`config.mk`:
```
export PLATFORM = sky130hd
export DESIGN_NAME = pipe_ctrl_unit
export DESIGN_NICKNAME = d
export VERILOG_FILES = /design/src/rtl/pipe_ctrl_pkg.sv /design/src/rtl/pipe_ctrl_unit_decode.sv /design/src/rtl/pipe_ctrl_unit.sv
export SDC_FILE = /design/constraint.sdc
export NUM_CORES = 1
export LEC_CHECK = 0
export CORE_MARGIN = 1.5
export CORE_UTILIZATION = 46
export CTS_CLUSTER_DIAMETER = 120
export CTS_CLUSTER_SIZE = 14
export DETAILED_ROUTE_END_ITERATION = 10
export DONT_BUFFER_PORTS = 1
export SLEW_MARGIN = 15
export SYNTH_ARGS = -nofsm -noshare
export SYNTH_HDL_FRONTEND = slang
export SYNTH_HIERARCHICAL = 1
export SYNTH_SLANG_ARGS = --single-unit
export TNS_END_PERCENT = 50
```
`constraint.sdc`:
```
create_clock -name clk -period 1.85 [get_ports clk]
set_clock_uncertainty 0.1 [all_clocks]
set_input_delay 0.185 -clock clk [delete_from_list [all_inputs] [get_ports clk]]
set_output_delay 0.185 -clock clk [all_outputs]
set_load 0.02 [all_outputs]
```
`src/rtl/pipe_ctrl_pkg.sv`:
```
// Shared types and constants for the pipelined control unit.
// Optional feature macro: PIPE_CTRL_JAL_EN (adds jal/jalr decode and a jump bit).
// Contents: opcode/ALU-op encodings, ID-stage control word, per-stage payloads.
package pipe_ctrl_pkg;

  localparam int unsigned REG_AW  = 5;
  localparam int unsigned ALUOP_W = 2;
  localparam int unsigned OPC_W   = 7;

  localparam logic [OPC_W-1:0] OPC_LOAD   = 7'b0000011;
  localparam logic [OPC_W-1:0] OPC_STORE  = 7'b0100011;
  localparam logic [OPC_W-1:0] OPC_RTYPE  = 7'b0110011;
  localparam logic [OPC_W-1:0] OPC_BRANCH = 7'b1100011;
  localparam logic [OPC_W-1:0] OPC_IALU   = 7'b0010011;
  localparam logic [OPC_W-1:0] OPC_JAL    = 7'b1101111;
  localparam logic [OPC_W-1:0] OPC_JALR   = 7'b1100111;

  localparam logic [ALUOP_W-1:0] ALUOP_ADD   = ALUOP_W'(2'b00);
  localparam logic [ALUOP_W-1:0] ALUOP_SUB   = ALUOP_W'(2'b01);
  localparam logic [ALUOP_W-1:0] ALUOP_FUNCT = ALUOP_W'(2'b10);

  // Decoded control word for the ID-stage instruction
  typedef struct packed {
    logic               alusrc;
    logic               memtoreg;
    logic               regwrite;
    logic               memread;
    logic               memwrite;
    logic               branch;
`ifdef PIPE_CTRL_JAL_EN
    logic               jump;
`endif
    logic [ALUOP_W-1:0] aluop;
    logic               illegal;
    logic               uses_rs2;
  } ctrl_t;

  localparam ctrl_t CTRL_BUBBLE = '0;

  // ID/EX payload: everything still needed from EX onwards
  typedef struct packed {
    logic               valid;
    logic               alusrc;
    logic               branch;
`ifdef PIPE_CTRL_JAL_EN
    logic               jump;
`endif
    logic [ALUOP_W-1:0] aluop;
    logic               illegal;
    logic               memread;
    logic               memwrite;
    logic               regwrite;
    logic               memtoreg;
    logic [REG_AW-1:0]  rd;
  } idex_t;

  // EX/MEM payload
  typedef struct packed {
    logic              memread;
    logic              memwrite;
    logic              regwrite;
    logic              memtoreg;
    logic [REG_AW-1:0] rd;
  } exmem_t;

  // MEM/WB payload
  typedef struct packed {
    logic              regwrite;
    logic              memtoreg;
    logic [REG_AW-1:0] rd;
  } memwb_t;

endpackage

```
`src/rtl/pipe_ctrl_unit_decode.sv`:
```
// ctrl_decode: combinational opcode -> control word.
// Ports: opcode (in, OPC_W), ctrl (out, ctrl_t).
// Optional feature macro: PIPE_CTRL_JAL_EN (jal/jalr legal when defined).
module ctrl_decode
  import pipe_ctrl_pkg::*;
(
  input  logic [OPC_W-1:0] opcode,
  output ctrl_t            ctrl
);

  // Unused fields stay 0; unknown opcodes only raise illegal
  always_comb begin
    ctrl = CTRL_BUBBLE;
    case (opcode)
      OPC_LOAD: begin
        ctrl.alusrc   = 1'b1;
        ctrl.memtoreg = 1'b1;
        ctrl.regwrite = 1'b1;
        ctrl.memread  = 1'b1;
        ctrl.aluop    = ALUOP_ADD;
      end
      OPC_STORE: begin
        ctrl.alusrc   = 1'b1;
        ctrl.memwrite = 1'b1;
        ctrl.aluop    = ALUOP_ADD;
        ctrl.uses_rs2 = 1'b1;
      end
      OPC_RTYPE: begin
        ctrl.regwrite = 1'b1;
        ctrl.aluop    = ALUOP_FUNCT;
        ctrl.uses_rs2 = 1'b1;
      end
      OPC_BRANCH: begin
        ctrl.branch   = 1'b1;
        ctrl.aluop    = ALUOP_SUB;
        ctrl.uses_rs2 = 1'b1;
      end
      OPC_IALU: begin
        ctrl.alusrc   = 1'b1;
        ctrl.regwrite = 1'b1;
        ctrl.aluop    = ALUOP_ADD;
      end
`ifdef PIPE_CTRL_JAL_EN
      OPC_JAL, OPC_JALR: begin
        ctrl.alusrc   = 1'b1;
        ctrl.regwrite = 1'b1;
        ctrl.jump     = 1'b1;
        ctrl.aluop    = ALUOP_ADD;
      end
`else
      OPC_JAL, OPC_JALR: ctrl.illegal = 1'b1;
`endif
      default: ctrl.illegal = 1'b1;
    endcase
  end

endmodule

```
`src/rtl/pipe_ctrl_unit.sv`:
```
// pipe_ctrl_unit: pipelined control path for the 5-stage core.
// Decodes the ID opcode, carries control through ID/EX, EX/MEM, MEM/WB,
// and generates the load-use stall and IF/ID flush.
// Ports: clk, rst_n (sync, active-low); ID inputs id_valid/id_opcode/id_rs1/
// id_rs2/id_rd; branch_taken, ext_stall; outputs hazard_stall, ifid_flush
// (combinational) and registered ex_*/mem_*/wb_* controls and rd fields.
// Optional feature macro: PIPE_CTRL_JAL_EN (adds ex_jump output).
module pipe_ctrl_unit
  import pipe_ctrl_pkg::*;
(
  input  logic               clk,
  input  logic               rst_n,
  input  logic               id_valid,
  input  logic [OPC_W-1:0]   id_opcode,
  input  logic [REG_AW-1:0]  id_rs1,
  input  logic [REG_AW-1:0]  id_rs2,
  input  logic [REG_AW-1:0]  id_rd,
  input  logic               branch_taken,
  input  logic               ext_stall,
  output logic               hazard_stall,
  output logic               ifid_flush,
  output logic               ex_valid,
  output logic               ex_alusrc,
  output logic               ex_branch,
  output logic [ALUOP_W-1:0] ex_aluop,
  output logic               ex_illegal,
`ifdef PIPE_CTRL_JAL_EN
  output logic               ex_jump,
`endif
  output logic               mem_memread,
  output logic               mem_memwrite,
  output logic               wb_regwrite,
  output logic               wb_memtoreg,
  output logic [REG_AW-1:0]  ex_rd,
  output logic [REG_AW-1:0]  mem_rd,
  output logic [REG_AW-1:0]  wb_rd
);

  ctrl_t  id_ctrl;
  idex_t  idex_q, idex_d;
  exmem_t exmem_q;
  memwb_t memwb_q;
  logic   flush_c;
  logic   load_use_c;

  ctrl_decode u_decode (
    .opcode (id_opcode),
    .ctrl   (id_ctrl)
  );

  // Redirect from EX: a taken branch (or a jump when enabled)
`ifdef PIPE_CTRL_JAL_EN
  assign flush_c = branch_taken | idex_q.jump;
`else
  assign flush_c = branch_taken;
`endif

  // Load in EX whose nonzero rd feeds a source of the ID instruction
  assign load_use_c = id_valid & idex_q.valid & idex_q.memread
                    & (idex_q.rd != '0)
                    & ((idex_q.rd == id_rs1)
                       | (id_ctrl.uses_rs2 & (idex_q.rd == id_rs2)));

  // Flush dominates: the stalled instruction is being discarded anyway
  assign hazard_stall = load_use_c & ~flush_c;
  assign ifid_flush   = flush_c & ~ext_stall;

  // Next ID/EX content: decoded word or a bubble
  always_comb begin
    idex_d = '0;
    if (id_valid && !flush_c && !load_use_c) begin
      idex_d.valid    = 1'b1;
      idex_d.alusrc   = id_ctrl.alusrc;
      idex_d.branch   = id_ctrl.branch;
`ifdef PIPE_CTRL_JAL_EN
      idex_d.jump     = id_ctrl.jump;
`endif
      idex_d.aluop    = id_ctrl.aluop;
      idex_d.illegal  = id_ctrl.illegal;
      idex_d.memread  = id_ctrl.memread;
      idex_d.memwrite = id_ctrl.memwrite;
      idex_d.regwrite = id_ctrl.regwrite;
      idex_d.memtoreg = id_ctrl.memtoreg;
      idex_d.rd       = id_rd;
    end
  end

  // Stage registers: reset > freeze > advance
  always_ff @(posedge clk) begin
    if (!rst_n) begin
      idex_q  <= '0;
      exmem_q <= '0;
      memwb_q <= '0;
    end else if (!ext_stall) begin
      idex_q           <= idex_d;
      exmem_q.memread  <= idex_q.memread;
      exmem_q.memwrite <= idex_q.memwrite;
      exmem_q.regwrite <= idex_q.regwrite;
      exmem_q.memtoreg <= idex_q.memtoreg;
      exmem_q.rd       <= idex_q.rd;
      memwb_q.regwrite <= exmem_q.regwrite;
      memwb_q.memtoreg <= exmem_q.memtoreg;
      memwb_q.rd       <= exmem_q.rd;
    end
  end

  assign ex_valid     = idex_q.valid;
  assign ex_alusrc    = idex_q.alusrc;
  assign ex_branch    = idex_q.branch;
  assign ex_aluop     = idex_q.aluop;
  assign ex_illegal   = idex_q.illegal;
`ifdef PIPE_CTRL_JAL_EN
  assign ex_jump      = idex_q.jump;
`endif
  assign ex_rd        = idex_q.rd;
  assign mem_memread  = exmem_q.memread;
  assign mem_memwrite = exmem_q.memwrite;
  assign mem_rd       = exmem_q.rd;
  assign wb_regwrite  = memwb_q.regwrite;
  assign wb_memtoreg  = memwb_q.memtoreg;
  assign wb_rd        = memwb_q.rd;

endmodule

```
==> flow_summary_export.csv <==
group,metric,value,unit
clock_network,cts_buffers,5,
clock_network,ctsRootBufferMaster,"clkbuf_4",
routing,vias,1277,
place,port-buffer-count,0,
timing,drv_slew,0,
logic_synthesis,synthMuxAreaShare,9.531,%
logic_synthesis,ys_ff_latch,31,
pwr,p_sw,0.3349,mW
critical_path,crit_arrival,1.67,ns
routing,drc_errors,0,
pwr,p_sw_share,23.80,%
global_route,track_usage,19.89,%
logic_synthesis,synth_compound_area_share,10.20,%
critical_path,critical_path_buf_inv_count,1,
global_route,grt_pass1_vias,1315,
critical_path,ff2ff_path_depth,6,
timing,max_freq,510.9,MHz
pwr,power_leakage,0.6662,nW
critical_path,start_kind,"flip-flop",
critical_path,crit_path_end_kind,"output pin",
die,coreArea,3416,um^2
pwr,p_int,1.072,mW
layout,final_util,55.75,%
timing,period_share,105.8,%
routing,avgRoutedWirePerCell,15.82,um
min_path,worstHoldStart,"id_opcode[6]",
min_path,hold_path_depth,4,
clock_network,cts.path.max_buffers,2,
critical_path,worstPathRequired,1.56,ns
logic_synthesis,ys_seq_area_share,36.93,%
logic_synthesis,synth_cell_type_count,31,
layout,num_antenna_cells,0,
critical_path,slowest_stage,"or4_4",
pwr,p_comb_share,10.7,%
die,die_x,63.44,um
logic_synthesis,synthXorXnorAreaFrac,5.212,%
routing,antenna_left,0,
timing,hold_violations,0,
logic_synthesis,synth_nets,209,
pwr,clkPwrFrac,39.8,%
critical_path,cp_cell_sequence,"or4_4 > o2111ai_4 > nor3b_2 > buf_4",
layout,area_growth_syn_to_layout,13.33,%
logic_synthesis,synth_fa_ha_area_share,0,%
timing,timing.final.ws_setup,-0.1072,ns
critical_path,regToRegStartpoint,"ex_rd[1]",
place,routabilityCongestion,0.7126,
place,dp_hpwl,2.521,mm
logic_synthesis,synthesis.instances,182,
clock_network,clkSlewWorstSetupHoldPaths,0.10,ns
pwr,seqPwrFrac,49.6,%
status,status,"finished with violations",
layout,final_area,1904,um^2
routing,drt-initial-drc-count,35,
logic_synthesis,synth_top_family_by_area,"simple AND/OR/NAND/NOR gates",
routing,routed_wl,3.750,mm
critical_path,critPathMaxStageDelay,0.54,ns
logic_synthesis,ys.flop_type,"dfxtp_1",
place,post_dp_cell_area,1667,um^2
logic_synthesis,yosys_warnings,6,
die,io_pins,54,
clock_network,cts_tree,"built",
global_route,gr-total-overflow,0,
critical_path,path_delay_family,"simple AND/OR/NAND/NOR gates",
routing,routed_via_density,5.388,
logic_synthesis,yosys.area_share.simple,28.22,%
min_path,whs_endpoint,"ex_aluop[0]",
timing,setup_viol,1,
logic_synthesis,async_flop_share,0,%
layout,final_common_cell,"dfxtp_1",
global_route,antenna_found_initial,0,
global_route,grt_max_degree,32,
timing,period_minus_slack,1.957,ns
status,violations,"setup timing",
die,die_area,4025,um^2
critical_path,r2r_setup_slack,0.09,ns
logic_synthesis,syn_area_per_cell,9.233,um^2
layout,drive_above_1_share,20.42,%
clock_network,cts.sinks,31,
pwr,power.density,739.0,nW/um^2
logic_synthesis,synth_edf_count,0,
clock_network,htreeDepth,2,
min_path,hold_class,"in2reg",
critical_path,worst-path-max-fanout,2,
die,rows,21,
critical_path,r2r_end,"ex_branch",
layout,layout_common_cells,"28 x dfxtp_1, 17 x nand2_1, 17 x nor2b_1",
timing,whs,0.04623,ns
routing,firstDrtPassIters,4,
timing,relSlewSlack,36.10,%
logic_synthesis,syn_area,1680,um^2
timing,worst_pin_slew,0.9585,ns
flow_run,max_cap_viol_count,0,
timing,rsz0062_at_grt,"true",
clock_network,insertion_delay,0.34,ns
critical_path,path_class,"reg2out",
layout,nNetsFinal,217,
die,start_util,49.19,%
die,die_h,63.44,um
global_route,grt_first_pass_wirelength,6.210,mm
pwr,peakVddDrop,337.2,uV
==> sequential cells by signal, summed over array words and instances, names as in the netlist <==
register      cells
wb_regwrite       1
wb_rd             5
exmem_q           2
wb_memtoreg       1
ex_illegal        1
ex_valid          1
ex_aluop          2
mem_memread       1
mem_memwrite      1
ex_alusrc         1
idex_q            4
ex_rd             5
ex_branch         1
mem_rd            5
==> layer usage <==
layer	track usage [%]	wire length [um]
met1	21.89	1518
met2	34.21	1870
met3	8.750	312
met4	6.250	48
met5	0	0
==> what timing repair did <==
item,4_1_cts,5_1_grt
resized for setup,4,4
hold endpoints to repair,31,0
buffers inserted,4,0
hold buffers,10,0
pin swaps,3,2
endpoints found under the setup margin,1,15
==> power groups by stage <==
stage          Sequential [mW]  Clock [mW]  Combinational [mW]
2_1_floorplan            0.710           0               0.114
5_1_grt                  0.700       0.604               0.161
3_3_place_gp             0.715           0               0.102
4_1_cts                  0.697       0.577               0.149
6_report                 0.698       0.560               0.150
3_5_place_dp             0.716           0               0.104
==> per-stage QoR <==
step / setup TNS (ns) / total power [mW] / setup WS, ns / cells
4_1_cts: -0.1453 / 1.424 / -0.1453 / 237
3_5_place_dp: 0 / 0.8201 / 0.1147 / 215
5_1_grt: -0.1503 / 1.465 / -0.1503 / 237
6_report: -0.1072 / 1.407 / -0.1072 / 237
3_3_place_gp: 0 / 0.8172 / 0.1671 / 215
2_1_floorplan: 0 / 0.8244 / 0.1148 / 182
==> cell families (layout without fill, tap and decap cells) <==
logic type,Yosys count,count (layout)
flip-flops,31,31
AO/OA/AOI/OAI,20,20
AND/OR/NAND/NOR,79,79
buffers and inverters,26,35
XOR/XNOR,10,10
multiplexers,16,16
==> how the worst max path moves through the flow <==
| stage | start | end | depth (start not counted) |
|---|---|---|---|
| floorplan | id_opcode[2] | hazard_stall | 6 |
| global placement | ex_rd[4] | ex_aluop[1] | 5 |
| detailed placement | ex_rd[4] | ex_rd[0] | 5 |
| CTS | ex_rd[4] | hazard_stall | 4 |
| global route | ex_rd[4] | hazard_stall | 4 |
| finish | ex_rd[1] | hazard_stall | 4 |
==> tightest hold or removal path: stages <==
cell      delay [ns]
inv_1           0.05
nor3_1          0.05
nand3_1         0.07
o211ai_1        0.08
==> Yosys cell counts, types with 2 or more instances <==
library cell,n,share of area [%]
dfxtp_1,31,37
nand2_1,17,3.8
nor2b_1,17,6.3
mux2i_1,16,9.5
nand2b_1,15,5.6
nand3_1,15,4.5
o211ai_1,14,6.3
buf_4,13,5.8
xnor2_1,10,5.2
clkbuf_1,5,1.1
buf_2,3,0.89
nor3b_2,3,2.2
buf_6,2,1.3
inv_1,2,0.45
nor3_1,2,0.60
nor3_2,2,1.2
==> final cells by class <==
| class | count | area, um^2 |
|---|---|---|
| inverters | 2 | 7.507 |
| fillers | 308 | 1511 |
| clock buffers | 6 | 51.30 |
| flip-flops and latches | 31 | 629.4 |
| clock inverters | 2 | 35.03 |
| well taps | 46 | 57.56 |
| multi-input cells | 125 | 904.6 |
| repair buffers | 25 | 219.0 |
(Power assumes the default switching activity.)
